--- src/rtl/imem_loader_pkg.sv ---
`default_nettype none
// ============================================================================
// Module      : imem_loader_pkg
// Description : Shared types and constants for the instruction-memory loader.
//               Holds the loader FSM state encoding and the stream framing
//               constants (length-prefix size, bytes per instruction word).
// Revision    : 1.0 - initial release
// ============================================================================
package imem_loader_pkg;

    // Loader session states
    typedef enum logic [2:0] {
        ST_IDLE  = 3'd0,
        ST_LEN0  = 3'd1,
        ST_LEN1  = 3'd2,
        ST_DATA  = 3'd3,
        ST_WRITE = 3'd4,
        ST_DONE  = 3'd5,
        ST_ERR   = 3'd6
    } state_t;

    // Stream framing
    localparam int LEN_BYTES      = 2;
    localparam int BYTES_PER_WORD = 4;

    // Width of the word-count prefix
    localparam int COUNT_WIDTH    = 8 * LEN_BYTES;

endpackage : imem_loader_pkg
`default_nettype wire

--- src/rtl/imem_loader_word_assembler.sv ---
`default_nettype none
// ============================================================================
// Module      : word_assembler
// Description : Packs a byte stream little-endian into one 32-bit word.
//               Each load writes byte_in into lane bidx, then bidx advances
//               modulo BYTES_PER_WORD. word_complete flags the load that
//               fills the last lane.
// Ports       : clk, reset     - clock / asynchronous active-high reset
//               clear          - return the lane index to 0 (start of image)
//               load           - byte_in is valid and must be stored
//               byte_in[7:0]   - incoming byte
//               word[31:0]     - assembled word (lane 0 in bits [7:0])
//               word_complete  - current load fills the final lane
// Revision    : 1.0 - initial release
// ============================================================================
module word_assembler
    import imem_loader_pkg::*;
(
    input  logic        clk,
    input  logic        reset,
    input  logic        clear,
    input  logic        load,
    input  logic [7:0]  byte_in,
    output logic [31:0] word,
    output logic        word_complete
);

    localparam int c_bidx_width = $clog2(BYTES_PER_WORD);

    logic [BYTES_PER_WORD-1:0][7:0] r_lanes;
    logic [c_bidx_width-1:0]        r_bidx;

    always_ff @(posedge clk or posedge reset) begin
        if (reset) begin
            r_lanes <= '0;
            r_bidx  <= '0;
        end else if (clear) begin
            r_bidx  <= '0;
        end else if (load) begin
            r_lanes[r_bidx] <= byte_in;
            // Power-of-two lane count: natural wrap gives modulo behaviour
            r_bidx          <= r_bidx + 1'b1;
        end
    end

    assign word          = r_lanes;
    assign word_complete = load && (r_bidx == c_bidx_width'(BYTES_PER_WORD - 1));

endmodule : word_assembler
`default_nettype wire

--- src/rtl/imem_loader.sv ---
`default_nettype none
// ============================================================================
// Module      : imem_loader
// Description : Boot-time instruction-memory writer. Receives a stream of a
//               16-bit little-endian word count N followed by 4*N bytes,
//               packs them into words and writes consecutive word addresses
//               starting at 0. The CPU core is held in reset until the whole
//               image has been written.
// Ports       : clk, reset          - clock / asynchronous active-high reset
//               start               - begin a session (IDLE, DONE, ERR only)
//               in_valid, in_data   - byte stream in
//               in_ready            - byte accepted when in_valid && in_ready
//               mem_we, mem_addr,
//               mem_wdata           - instruction-memory write port
//               cpu_hold            - keep core in reset
//               busy, done, error   - session status
// Revision    : 1.0 - initial release
// ============================================================================
module imem_loader
    import imem_loader_pkg::*;
#(
    parameter int ADDR_WIDTH = 8
) (
    input  logic                  clk,
    input  logic                  reset,
    input  logic                  start,
    input  logic                  in_valid,
    input  logic [7:0]            in_data,
    output logic                  in_ready,
    output logic                  mem_we,
    output logic [ADDR_WIDTH-1:0] mem_addr,
    output logic [31:0]           mem_wdata,
    output logic                  cpu_hold,
    output logic                  busy,
    output logic                  done,
    output logic                  error
);

    // Memory depth widened by one bit so N == DEPTH compares exactly
    localparam logic [COUNT_WIDTH:0] c_depth = (COUNT_WIDTH + 1)'(2 ** ADDR_WIDTH);

    state_t                 r_state;
    state_t                 w_state_next;
    logic [COUNT_WIDTH-1:0] r_count;
    // One extra bit so the pointer reaches DEPTH without wrapping to 0
    logic [ADDR_WIDTH:0]    r_wptr;
    logic [ADDR_WIDTH:0]    w_wptr_inc;

    logic                   w_xfer;
    logic [COUNT_WIDTH-1:0] w_len;
    logic                   w_asm_load;
    logic                   w_asm_clear;
    logic                   w_word_complete;
    logic [31:0]            w_word;

    assign w_xfer      = in_valid && in_ready;
    // Full count as it will be once the high byte lands this cycle
    assign w_len       = {in_data, r_count[7:0]};
    assign w_wptr_inc  = r_wptr + 1'b1;
    assign w_asm_load  = w_xfer && (r_state == ST_DATA);
    assign w_asm_clear = w_xfer && (r_state == ST_LEN1);

    word_assembler u_word_assembler (
        .clk           (clk),
        .reset         (reset),
        .clear         (w_asm_clear),
        .load          (w_asm_load),
        .byte_in       (in_data),
        .word          (w_word),
        .word_complete (w_word_complete)
    );

    // State, count and write pointer
    always_ff @(posedge clk or posedge reset) begin
        if (reset) begin
            r_state <= ST_IDLE;
            r_count <= '0;
            r_wptr  <= '0;
        end else begin
            r_state <= w_state_next;
            if (w_xfer && (r_state == ST_LEN0)) begin
                r_count[7:0] <= in_data;
            end
            if (w_xfer && (r_state == ST_LEN1)) begin
                r_count[15:8] <= in_data;
                r_wptr        <= '0;
            end
            if (r_state == ST_WRITE) begin
                r_wptr <= w_wptr_inc;
            end
        end
    end

    // Next-state logic
    always_comb begin
        w_state_next = r_state;
        case (r_state)
            ST_IDLE, ST_DONE, ST_ERR: begin
                if (start) begin
                    w_state_next = ST_LEN0;
                end
            end
            ST_LEN0: begin
                if (w_xfer) begin
                    w_state_next = ST_LEN1;
                end
            end
            ST_LEN1: begin
                if (w_xfer) begin
                    if (w_len == '0) begin
                        w_state_next = ST_DONE;
                    end else if ({1'b0, w_len} > c_depth) begin
                        w_state_next = ST_ERR;
                    end else begin
                        w_state_next = ST_DATA;
                    end
                end
            end
            ST_DATA: begin
                if (w_word_complete) begin
                    w_state_next = ST_WRITE;
                end
            end
            ST_WRITE: begin
                if (COUNT_WIDTH'(w_wptr_inc) == r_count) begin
                    w_state_next = ST_DONE;
                end else begin
                    w_state_next = ST_DATA;
                end
            end
            default: begin
                w_state_next = ST_IDLE;
            end
        endcase
    end

    // Outputs decoded from registered state / registers only
    always_comb begin
        in_ready = (r_state == ST_LEN0) || (r_state == ST_LEN1) || (r_state == ST_DATA);
        busy     = in_ready || (r_state == ST_WRITE);
        mem_we   = (r_state == ST_WRITE);
        cpu_hold = (r_state != ST_DONE);
        done     = (r_state == ST_DONE);
        error    = (r_state == ST_ERR);
    end

    assign mem_addr  = r_wptr[ADDR_WIDTH-1:0];
    assign mem_wdata = w_word;

endmodule : imem_loader
`default_nettype wire

--- config.mk ---
export PLATFORM = sky130hd
export DESIGN_NAME = imem_loader
export DESIGN_NICKNAME = d
export VERILOG_FILES = /design/src/rtl/imem_loader_pkg.sv /design/src/rtl/imem_loader_word_assembler.sv /design/src/rtl/imem_loader.sv
export SDC_FILE = /design/constraint.sdc
export NUM_CORES = 1
export LEC_CHECK = 0
export ABC_CLOCK_PERIOD_IN_PS = 2200
export BUFFER_PORTS_ARGS = -buffer_cell sky130_fd_sc_hd__clkbuf_2
export CORE_UTILIZATION = 55
export CTS_BUF_LIST = sky130_fd_sc_hd__clkbuf_8 sky130_fd_sc_hd__clkbuf_16
export DETAILED_ROUTE_END_ITERATION = 16
export PLACE_DENSITY_LB_ADDON = 0.3
export SKIP_LAST_GASP = 1
export SYNTH_ARGS = -nofsm -noshare
export SYNTH_HDL_FRONTEND = slang
export SYNTH_SLANG_ARGS = --single-unit
export TNS_END_PERCENT = 30
--- constraint.sdc ---
create_clock -name clk -period 2.2 [get_ports clk]
set_input_delay 0.22 -clock clk [delete_from_list [all_inputs] [get_ports clk]]
set_output_delay 0.22 -clock clk [all_outputs]
set_load 0.1 [all_outputs]
After elaboration in Yosys (flattened, before gate mapping)
Index checks and enable logic that the tools add are counted.
Widths: inputs -> output; s select.
{"block": "word_totals", "regBits": 62, "input_bits": 12, "out_inout_bits": 46, "elab_cells": 59}
{"block": "op_classes", "n_addsub": 2, "order_cmp": 3, "eq_ne": 13, "n_mux": 15, "bitwise": 1, "n_reduce_logical": 16}
{"operator": "$bwmux 32", "count": 1}
{"operator": "$mux 3", "count": 7}
{"operator": "$mux 9", "count": 2}
{"operator": "$demux 8 s2", "count": 1}
{"operator": "$eq 9x16->1", "count": 1}
{"operator": "$gt 16x9->1 const B", "count": 1}
{"operator": "$logic_not 16->1", "count": 1}
{"operator": "$pmux 3 s5", "count": 1}
{"operator": "$add 9x1->9 const B", "count": 1}
{"operator": "$eq 3x3->1 const B", "count": 3}
{"operator": "$mux 8", "count": 1}
{"operator": "$eq 3x2->1 const B", "count": 2}
{"operator": "$logic_and 1x1->1", "count": 6}
{"operator": "$ne 2x2->1 const B", "count": 3}
{"operator": "$mux 2", "count": 2}
{"operator": "$reduce_and 4->1", "count": 1}
{"operator": "$reduce_bool 2->1", "count": 2}
{"operator": "$eq 3x1->1 const B", "count": 1}
{"operator": "$logic_not 3->1", "count": 1}
{"operator": "$logic_or 1x1->1", "count": 3}
{"operator": "$lt 2x3->1 const B", "count": 1}
{"operator": "$ne 3x3->1 const B", "count": 1}
{"operator": "$reduce_or 3->1", "count": 1}
{"operator": "$add 2x1->2 const B", "count": 1}
{"operator": "5 further kinds", "count": 5}

Depth between registers and ports, before layout
Gate-level depths: netlist of run 1.
{"block": "logic_depth", "word_depth": 8, "ltp_mapped": 7, "ltp_nobuf": 6}

Hierarchy
Synthesis of run 1 repeated with hierarchy kept, for this count alone.
{"block": "unflattened", "hier_cells": 266, "area_unflattened_um2": 3198.1}
{"mod": "imem_loader", "n_inst": 1, "cells_each": 183, "area_per_inst_um2": 1793.0, "seq_area_each_um2": 700.7}
{"mod": "word_assembler", "n_inst": 1, "cells_each": 83, "area_per_inst_um2": 1405.1, "seq_area_each_um2": 850.8}

Worst setup path before layout of run 1
OpenSTA, ideal clock, no wires.
{"block": "synth_path", "path_kind": "register to register", "start": "reg r_state[2]", "end": "reg r_state[1]", "setup_ps": 124, "arrival_time_ps": 2665, "required_ps": 2076, "setup_slack_ps": -589, "stages_incl_launch_ff": 6, "n_path_buf": 1, "synth_period_minus_slack_ps": 2789, "path_cell_list": "dfrtp_1 > buf_2 > nor2_1 > o32ai_4 > a211o_1 > o31a_1"}
{"block": "synth_via", "elab_chain_len": 8, "word_cells_on_any_way": 19, "classes_between": "10 x eq/ne; 1 x mux; 8 x reduce/logical"}
{"element": "from (decl)", "line_no": "imem_loader.sv:42", "text": "state_t r_state;"}
{"element": "from (signal assigned)", "line_no": "imem_loader.sv:80", "text": "r_state <= w_state_next;"}
{"element": "$eq 3x1->1 / $eq 3x2->1 (equally long branches)", "line_no": "imem_loader.sv:139", "text": "in_ready = (r_state == ST_LEN0) || (r_state == ST_LEN1) || (r_state == ST_DATA);"}
{"element": "$logic_or 1x1->1", "line_no": "imem_loader.sv:139"}
{"element": "$logic_or 1x1->1 (*)", "line_no": "imem_loader.sv:139"}
{"element": "net in_ready", "line_no": "imem_loader.sv:29", "text": "output logic in_ready,"}
{"element": "$logic_and 1x1->1 (*)", "line_no": "imem_loader.sv:56", "text": "assign w_xfer = in_valid && in_ready;"}
{"element": "$logic_and 1x1->1", "line_no": "imem_loader.sv:60", "text": "assign w_asm_load = w_xfer && (r_state == ST_DATA);"}
{"element": "$logic_and 1x1->1", "line_no": "imem_loader_word_assembler.sv:47", "text": "assign word_complete = load && (r_bidx == c_bidx_width'(BYTES_PER_WORD - 1));"}
{"element": "$ne 2x1->1 (no line)"}
{"element": "$reduce_and 4->1 (no line) (*)"}
The timed path passes the listed nets; every way through them passes the cells marked *.
A chain may end at the register's enable or synchronous reset.

Final worst setup path of run 1
{"block": "layout_path", "start": "reg r_state[2]", "end": "out cpu_hold"}
{"block": "layout_via", "elab_chain_len": 1}
{"element": "$ne 3x3->1", "line_no": "imem_loader.sv:142", "text": "cpu_hold = (r_state != ST_DONE);"}
{"element": "to (decl)", "line_no": "imem_loader.sv:33", "text": "output logic cpu_hold,"}
No other way between the ends.

==> run_results.csv, run 1 <==
group,metric,value,unit
global_routing,grt_antenna_before_repair,0,
synth,synth-simple-area-share,0.156,
timing,finalCriticalPeriod,2070,ps
clocking,clock-root-buffer,"clkbuf_8",
clocking,clock-sinks,62,
routing,drt-wirelength-per-cell,15.9,um
synth,synth_top_cells_by_area,"dfrtp_1, mux2_2, nand2_1",
min_path,hp-class,"input pin to register",
global_routing,grt_pass1_wl,11.0,mm
timing,final-hold-violation-count,0,
routing,detailroute.via_count,2267,
synth,syn-instance-count,276,
global_routing,grt.met2_usage,0.389,
critical_path,critPathMaxFanout,9,
critical_path,path_class,"register to output pin",
global_routing,overflow,0,
synth,post-synth-top-count-cell,"dfrtp_1",
clocking,worst_setup_hold_path_clk_slew,70,ps
synth,synth-async-reset-ratio,1.00,
die,io_pins,58,
synth,ys_ff_latch,62,
timing,setup_viol,0,
final_layout,n_fill_cell,414,
clocking,cts_setup_buffers,0,
clocking,tritoncts.num_buffers,9,
timing,min_period_over_period,0.942,
synth,synth_edf_count,0,
synth,part_of_the_yosys_area_used_for_sequential_elements,0.500,
global_routing,globalRouteTotalUtil,0.241,
clocking,clock_latency,340,ps
routing,drt_pass1_iterations,4,
synth,synth-adder-area-share,0.0202,
global_routing,met1_track_usage_gr,0.310,
synth,netlist.area_leader.share,0.500,
die,floorplan.die_area,5950,um^2
clocking,maximum_clock_path_buffer_count,2,
die,die_height,77.1,um
critical_path,crit_path_launch,"r_state[2]",
clocking,cts.htree.levels,3,
die,core.rowCount,26,
synth,ys_top_cells_by_count,"dfrtp_1, nand2_1, mux2_2, o21ai_0, nor2_1",
global_routing,gr-usage-met3,0.0464,
routing,final_antenna_net_count,0,
timing,worst_pin_slew,629,ps
global_routing,grt-busiest-layer,"met2",
timing,clock-skew-final,10.8,ps
global_routing,maximum_number_of_pins_on_one_net_before_global_route_repair,29,
final_layout,finish.instance_area,3670,um^2
critical_path,cp-end-kind,"output pin",
critical_path,worstReg2RegStart,"r_wptr[0]",
routing,routed_wl,6.51,mm
routing,route.detailed.drc,0,
min_path,hold_path_startpoint,"in_data[0]",
timing,setup_repair_after_global_routing_missed_its_margin,"no",
final_layout,diodes,0,
final_layout,fraction_of_layout_instances_using_a_drive_strength_above_1,0.369,
synth,synth_xor_xnor_area_share,0.0423,
critical_path,worstPathArrival,1850,ps
place,gp_routability_congestion,0.906,
synth,yosysWarningCount,0,
timing,slew_headroom,0.580,
critical_path,setup.worst_path.start_class,"register",
final_layout,finalNetCount,351,
die,die_w,77.1,um
routing,number_of_drc_markers_after_the_initial_detailed_route_iteration,98,
global_routing,via_count_of_the_first_global_routing_pass,2278,
synth,cell_area_synth,3100,um^2
die,floorplan.initialDensity,0.589,
synth,ys_types,47,
critical_path,timing.critical_path.buf_inv,2,
synth,postSynthAreaPerCell,11.2,um^2
place,post-dp-hpwl,4.72,mm
run_status,status,"completed",
timing,maxSlewViolCount,0,
clocking,tritoncts,"yes",
final_layout,layout-area-overhead-vs-synth,18.4,%
place,post_dp_cell_area,3450,um^2
synth,synth-main-ff-cell,"dfrtp_1",
timing,achievable_freq,482,MHz
run,timing.max_cap.violations,0,
place,numPortBuffers,57,
critical_path,critPathMaxStageDelay,500,ps
synth,synth_top_family_by_area,"simple AND/OR/NAND/NOR gates",
synth,net_count_synth,293,
critical_path,cp_top_family,"buffers and inverters",
synth,yosys.area.top_type,"dfrtp_1",
synth,yosys-mux-area-fraction,0.140,
die,fp.coreArea,5270,um^2
critical_path,crit_required,1980,ps
routing,avgViaCountPerCell,5.54,
synth,compound_gate_fraction_of_synth_area,0.0927,
critical_path,standard_cell_with_the_maximum_stage_delay_on_the_critical_path,"dfrtp_2",
critical_path,cp_cell_sequence,"inv_1, or3_2, clkbuf_2",
-- worst paths after layout --
check,end,slack [ps],depth (start not counted)
min reg2reg,r_count[13],480,2
max in group asynchronous,r_wptr[1],1120,4
min in group asynchronous,u_word_assembler.word[12],490,3
max,cpu_hold,130,3
min,r_count[0],130,2
max reg2reg,r_state[2],310,6
-- sequential cells by signal, indices dropped and copies added (netlist names) --
| signal | flops |
|---|---|
| u_word_assembler.word | 32 |
| r_count | 16 |
| r_wptr | 9 |
| r_state | 3 |
| u_word_assembler.r_bidx | 2 |
-- placed cells by master (no fill, tap or decap), types with 6 or more instances in the layout --
| cell | count |
|---|---|
| mux2_2 | 31 |
| nor2_1 | 13 |
| nand2_1 | 40 |
| nand3_1 | 8 |
| clkbuf_2 | 55 |
| o21ai_0 | 17 |
| inv_1 | 10 |
| xnor2_1 | 9 |
| dfrtp_1 | 61 |
| o31ai_1 | 7 |
| clkbuf_8 | 10 |
| xor2_1 | 6 |
-- kinds of logic after synthesis --
kind of cell,after synthesis
AOI/OAI and AO/OA,41
xor gates and xnor gates,15
adders and majority gates,5
buffers and inverters,25
DFF,62
muxes,37
and+or+nand+nor,91
-- per-stage QoR --
step	TNS, ps	hold slack, ps	util	setup slack, ps	instances
after floorplan	-309	325	-	-137	276
after global placement	0	315	0.654	379	392
final	0	133	0.697	127	409
after global routing	0	138	0.697	74.5	409
after detailed placement	0	318	0.654	329	392
after CTS	0	129	0.697	119	409
-- worst reg2reg max path: stages, from the launching register on --
cell and delay, ps:
dfrtp_1 490, ha_1 320, and2_1 220, nand3_1 130, o21ai_0 190, o31ai_1 130
o31ai_1 300
-- metal layers --
| metal | wire length (um) | vias up |
|---|---|---|
| li1 | - | 1079 |
| met2 | 3170 | 62 |
| met4 | 114 | 0 |
| met3 | 264 | 14 |
| met1 | 2950 | 1112 |
| met5 | 0 | - |
-- what timing repair did --
| item | CTS | global route |
|---|---|---|
| hold endpoints to repair | 26 | 0 |
| endpoints found under the setup margin | 1 | 0 |
| gates resized for setup | 1 | 0 |
| hold buffers | 1 | 0 |
-- layout make-up --
cell class / count / area [um^2] / area share
clock buffers: 10 / 138 / 0.0375
clock inverters: 6 / 78.8 / 0.0215
inverters: 8 / 30.0 / 0.00817
multi-input cells: 189 / 1410 / 0.382
flip-flops and latches: 62 / 1550 / 0.423
well taps: 70 / 87.6 / 0.0238
repair buffers: 64 / 383 / 0.104
Power of run 1 is not shown: default switching activity piles up to over one toggle a cycle in this logic, so the estimate is an artifact.
==> inputs of run 2 (changes only) <==
--- a/config.mk
+++ b/config.mk
@@ -7,10 +7,11 @@
 export LEC_CHECK = 0
 export ABC_CLOCK_PERIOD_IN_PS = 2200
 export BUFFER_PORTS_ARGS = -buffer_cell sky130_fd_sc_hd__clkbuf_2
+export CORE_MARGIN = 8
 export CORE_UTILIZATION = 55
 export CTS_BUF_LIST = sky130_fd_sc_hd__clkbuf_8 sky130_fd_sc_hd__clkbuf_16
 export DETAILED_ROUTE_END_ITERATION = 16
-export PLACE_DENSITY_LB_ADDON = 0.3
+export PLACE_DENSITY = 0.79
 export SKIP_LAST_GASP = 1
 export SYNTH_ARGS = -nofsm -noshare
 export SYNTH_HDL_FRONTEND = slang
==> run 2 against run 1 <==
Sequential share of layout area is 0.17 points higher. Critical path depth is the same. Setup slack better by 72 ps. Utilization down 2.9 points. Non-clock buffer count decreased by 1. Via count up 0.53%. Final area is 0.41% lower. Fmax is 3.6% higher. Clock-buffer cell count is 1 lower. Clock skew fell by 1.4 ps. Critical path type unchanged. Critical endpoint unchanged.
==> run_results.csv, run 2 (synthesis results as in run 1) <==
group,metric,value,unit
min_path,hp-class,"input pin to register",
die,floorplan.die_area,8300,um^2
clocking,cts_setup_buffers,0,
critical_path,minimum_setup_slack_among_reg_to_reg_paths,320,ps
critical_path,crit_required,1980,ps
critical_path,worstPathArrival,1780,ps
critical_path,standard_cell_with_the_maximum_stage_delay_on_the_critical_path,"dfrtp_2",
final_layout,final_cell_mix,"dfrtp_1, clkbuf_2, nand2_1, mux2_2, o21ai_0",
place,numPortBuffers,57,
place,post-dp-hpwl,5.01,mm
final_layout,n_fill_cell,416,
critical_path,timing.critical_path.buf_inv,2,
routing,avgViaCountPerCell,5.56,
timing,final-hold-violation-count,0,
clocking,clock-sinks,62,
timing,maxSlewViolCount,0,
critical_path,critPathMaxFanout,9,
die,fp.coreArea,5470,um^2
global_routing,via_count_of_the_first_global_routing_pass,2388,
routing,route.detailed.drc,0,
die,io_pins,58,
global_routing,grt_antenna_before_repair,0,
timing,setup_repair_after_global_routing_missed_its_margin,"no",
clocking,worst_setup_hold_path_clk_slew,80,ps
routing,drt_pass1_iterations,4,
timing,slew_headroom,0.633,
clocking,tritoncts.num_buffers,9,
run,timing.max_cap.violations,0,
final_layout,largest_register_ff_count,32,
routing,number_of_drc_markers_after_the_initial_detailed_route_iteration,123,
final_layout,diodes,0,
critical_path,setup.worst_path.start_class,"register",
place,gp_routability_congestion,0.862,
timing,achievable_freq,500,MHz
run_status,status,"completed",
routing,final_antenna_net_count,0,
routing,routed_wl,7.01,mm
clocking,tritoncts,"yes",
die,core.rowCount,27,
critical_path,path_class,"register to output pin",
die,die_height,91.1,um
final_layout,mostFrequentLayoutCell,"dfrtp_1",
global_routing,globalRouteTotalUtil,0.178,
final_layout,fraction_of_layout_instances_using_a_drive_strength_above_1,0.376,
global_routing,maximum_number_of_pins_on_one_net_before_global_route_repair,63,
final_layout,finalNetCount,350,
clocking,clock-root-buffer,"clkbuf_8",
clocking,clock_latency,340,ps
routing,detailroute.via_count,2279,
timing,setup_viol,0,
critical_path,cp-end-kind,"output pin",
final_layout,utilization_after_layout,0.669,
min_path,holdPathStages,2,
min_path,hold_path_startpoint,"in_data[0]",
die,floorplan.initialDensity,0.567,
global_routing,grt_pass1_wl,11.9,mm
timing,clock-skew-final,9.39,ps
critical_path,worst-r2r-cell-count,5,
critical_path,cp_cell_sequence,"inv_1, or3_2, clkbuf_4",
routing,drt-wirelength-per-cell,17.1,um
timing,worst_pin_slew,553,ps
clocking,maximum_clock_path_buffer_count,2,
critical_path,worstReg2RegStart,"r_count[2]",
timing,min_period_over_period,0.910,
clocking,cts.htree.levels,3,
critical_path,critPathMaxStageDelay,500,ps
min_path,hold_path_end,"r_count[0]",
final_layout,layout-area-overhead-vs-synth,17.9,%
critical_path,critical_path.reg2reg.endpoint,"r_state[1]",
global_routing,overflow,0,
critical_path,cp_top_family,"flip-flops",
die,die_w,91.1,um
timing,finalCriticalPeriod,2000,ps
[run 2: timing repair]
item / in CTS / in global routing
endpoints found under the setup margin: 1 / 2
hold buffers: 1 / 0
gates resized for setup: 1 / 1
endpoints found under the hold margin: 62 / 0
[run 2: metal layers]
metal,vias to the layer above,track usage,wire [um]
met3,20,0.0527,373
met2,58,0.280,3370
met5,-,0,0
li1,1078,-,-
met4,0,0.0914,189
met1,1123,0.217,3070
[run 2: how the worst max path moves through the flow]
stage | to | depth (start not counted) | slack (ps) | start
2_1_floorplan | busy | 2 | -140 | r_state[2]
3_3_place_gp | cpu_hold | 3 | 380 | r_state[2]
3_5_place_dp | cpu_hold | 3 | 350 | r_state[2]
4_1_cts | done | 4 | 50 | r_state[2]
5_1_grt | done | 4 | 120 | r_state[2]
6_report | cpu_hold | 3 | 200 | r_state[2]
[run 2: per-stage QoR]
stage | TNS, ps | hold slack, ps | area [um^2] | setup slack (ps) | cells
floorplan | -309 | 325 | 3110 | -137 | 276
global placement | 0 | 287 | 3440 | 380 | 393
detailed placement | 0 | 294 | 3440 | 348 | 393
CTS | 0 | 156 | 3660 | 52.0 | 410
global route | 0 | 166 | 3660 | 119 | 410
finish | 0 | 156 | 3660 | 199 | 410
[run 2: area by class of cell]
type,count,area [um^2],share of cell area
tap,72,90.1,0.0246
timing repair buffer,63,378,0.103
multi-input combinational,189,1410,0.384
sequential,62,1550,0.424
inverter,8,30.0,0.00821
clock buffer,9,124,0.0338
clock inverter,7,80.1,0.0219
Power of run 2 is left out for the same reason.
==> inputs of run 3 (changes only) <==
--- a/config.mk
+++ b/config.mk
@@ -12,6 +12,7 @@
 export CTS_BUF_LIST = sky130_fd_sc_hd__clkbuf_8 sky130_fd_sc_hd__clkbuf_16
 export DETAILED_ROUTE_END_ITERATION = 16
 export PLACE_DENSITY = 0.79
+export SETUP_SLACK_MARGIN = 0.4
 export SKIP_LAST_GASP = 1
 export SYNTH_ARGS = -nofsm -noshare
 export SYNTH_HDL_FRONTEND = slang
==> run 3 against run 2 <==
Non-clock buffer count grew 5. Die area stayed put. Final area increased by 2.1%. Critical endpoint is now error. Sequential cell count unchanged. Setup slack better by 220 ps. Wire length up 2.4%. Cell count grew 1.2%. Register-to-register slack improved by 110 ps. Utilization is 1.4 points higher. Critical path depth up 1. Hold slack better by 1.0 ps.
==> run_results.csv, run 3 (synthesis results as in run 1) <==
group,metric,value,unit
timing,slew_headroom,0.633,
final_layout,finalNetCount,355,
die,core.rowCount,27,
critical_path,critPathMaxFanout,6,
clocking,worst_setup_hold_path_clk_slew,80,ps
timing,timing.hold.ws,157,ps
global_routing,overflow,0,
global_routing,via_count_of_the_first_global_routing_pass,2399,
die,io_pins,58,
critical_path,cp_cell_sequence,"inv_2, nand2_1, nor2_1, clkbuf_2",
critical_path,worstPathArrival,1560,ps
timing,final-hold-violation-count,0,
critical_path,path_class,"register to output pin",
routing,detailroute.wirelength.met3,346,um
critical_path,worstReg2RegStart,"r_count[2]",
run,timing.max_cap.violations,0,
critical_path,critPathMaxStageDelay,470,ps
global_routing,maximum_number_of_pins_on_one_net_before_global_route_repair,63,
routing,routed-wl-met2,3.54,mm
die,die_height,91.1,um
clocking,maximum_clock_path_buffer_count,2,
critical_path,timing.critical_path.buf_inv,2,
timing,maxSlewViolCount,0,
routing,routed.top_layer,"met4",
timing,clock-skew-final,8.26,ps
critical_path,cp_top_family,"buffers and inverters",
place,post_dp_cell_area,3440,um^2
clocking,clock-root-buffer,"clkbuf_8",
critical_path,worst-r2r-cell-count,5,
clocking,clock_latency,340,ps
timing,worst_pin_slew,553,ps
critical_path,standard_cell_with_the_maximum_stage_delay_on_the_critical_path,"clkbuf_2",
die,die_w,91.1,um
routing,number_of_drc_markers_after_the_initial_detailed_route_iteration,124,
final_layout,diodes,0,
min_path,holdPathStages,2,
min_path,hold_path_startpoint,"in_data[0]",
place,post-dp-hpwl,5.01,mm
clocking,clock-sinks,62,
place,gp_routability_congestion,0.862,
die,floorplan.die_area,8300,um^2
final_layout,final_cell_mix,"dfrtp_1, clkbuf_2, nand2_1, mux2_2, o21ai_0",
timing,achievable_freq,563,MHz
critical_path,crit_required,1980,ps
place,numPortBuffers,57,
routing,routed_wl,7.18,mm
global_routing,grt_pass1_wl,12.0,mm
final_layout,finish.instance_area,3740,um^2
final_layout,largest_register_ff_count,32,
timing,finalCriticalPeriod,1780,ps
routing,drt_pass1_iterations,4,
clocking,cts.htree.levels,3,
routing,route.detailed.drc,0,
critical_path,minimum_setup_slack_among_reg_to_reg_paths,430,ps
run_status,status,"completed",
routing,avgViaCountPerCell,5.57,
final_layout,layout-area-overhead-vs-synth,20.4,%
timing,setup_repair_after_global_routing_missed_its_margin,"yes",
die,floorplan.initialDensity,0.567,
global_routing,globalRouteTotalUtil,0.179,
timing,setup_viol,0,
clocking,tritoncts.num_buffers,9,
routing,final_antenna_net_count,0,
critical_path,setup.worst_path.start_class,"register",
final_layout,mostFrequentLayoutCell,"dfrtp_1",
min_path,hp-class,"input pin to register",
critical_path,cp-end-kind,"output pin",
routing,drt-wirelength-per-cell,17.3,um
timing,min_period_over_period,0.807,
routing,met1_length,3.16,mm
min_path,hold_path_end,"r_count[0]",
global_routing,grt_antenna_before_repair,0,
routing,detailroute.via_count,2310,
clocking,tritoncts,"yes",
die,fp.coreArea,5470,um^2
critical_path,critical_path.reg2reg.endpoint,"r_state[1]",
final_layout,fraction_of_layout_instances_using_a_drive_strength_above_1,0.420,
## run 3: worst reg2reg max path, delay by kind of cell (launching register included)
family           cells  cell delay (ps)
AND/OR/NAND/NOR      2              480
AO/OA/AOI/OAI        3              730
flip-flops           1              440
## run 3: worst max-delay path by stage
| stage | start | end | slack [ps] | cells past startpoint |
|---|---|---|---|---|
| floorplan | r_state[2] | busy | -140 | 2 |
| global placement | r_state[2] | cpu_hold | 380 | 3 |
| detailed placement | r_state[2] | cpu_hold | 350 | 3 |
| CTS | r_wptr[0] | r_state[1] | 350 | 6 |
| global route | r_state[2] | r_wptr[4] | 350 | 6 |
| finish | r_state[0] | error | 420 | 4 |
## run 3: final cells by class
| cell class | instances | area (um^2) |
|---|---|---|
| timing repair buffer | 68 | 433 |
| clock buffer | 9 | 124 |
| sequential | 62 | 1560 |
| inverter | 8 | 30.0 |
| tap | 72 | 90.1 |
| clock inverter | 7 | 80.1 |
| multi-input combinational | 189 | 1420 |
| fill | 406 | 1740 |
## run 3: layer usage
metal  up-vias  track usage
li1       1089            -
met1      1153        0.219
met2        56        0.282
met3        12       0.0527
met4         0       0.0914
met5         -            0
## run 3: stage by stage
stage	setup WS (ps)	setup TNS [ps]	util	instances
after floorplan	-137	-309	-	276
after global placement	380	0	0.629	393
after detailed placement	348	0	0.629	393
after CTS	352	0	0.676	412
after global routing	355	0	0.683	415
final	424	0	0.683	415
## run 3: repair_timing
action,4_1_cts,5_1_grt
resized for setup,12,7
hold endpoints to repair,62,0
buffers inserted,2,3
setup endpoints to repair,7,11
pin swaps,0,2
hold buffers,1,0
Power of run 3 is left out for the same reason.
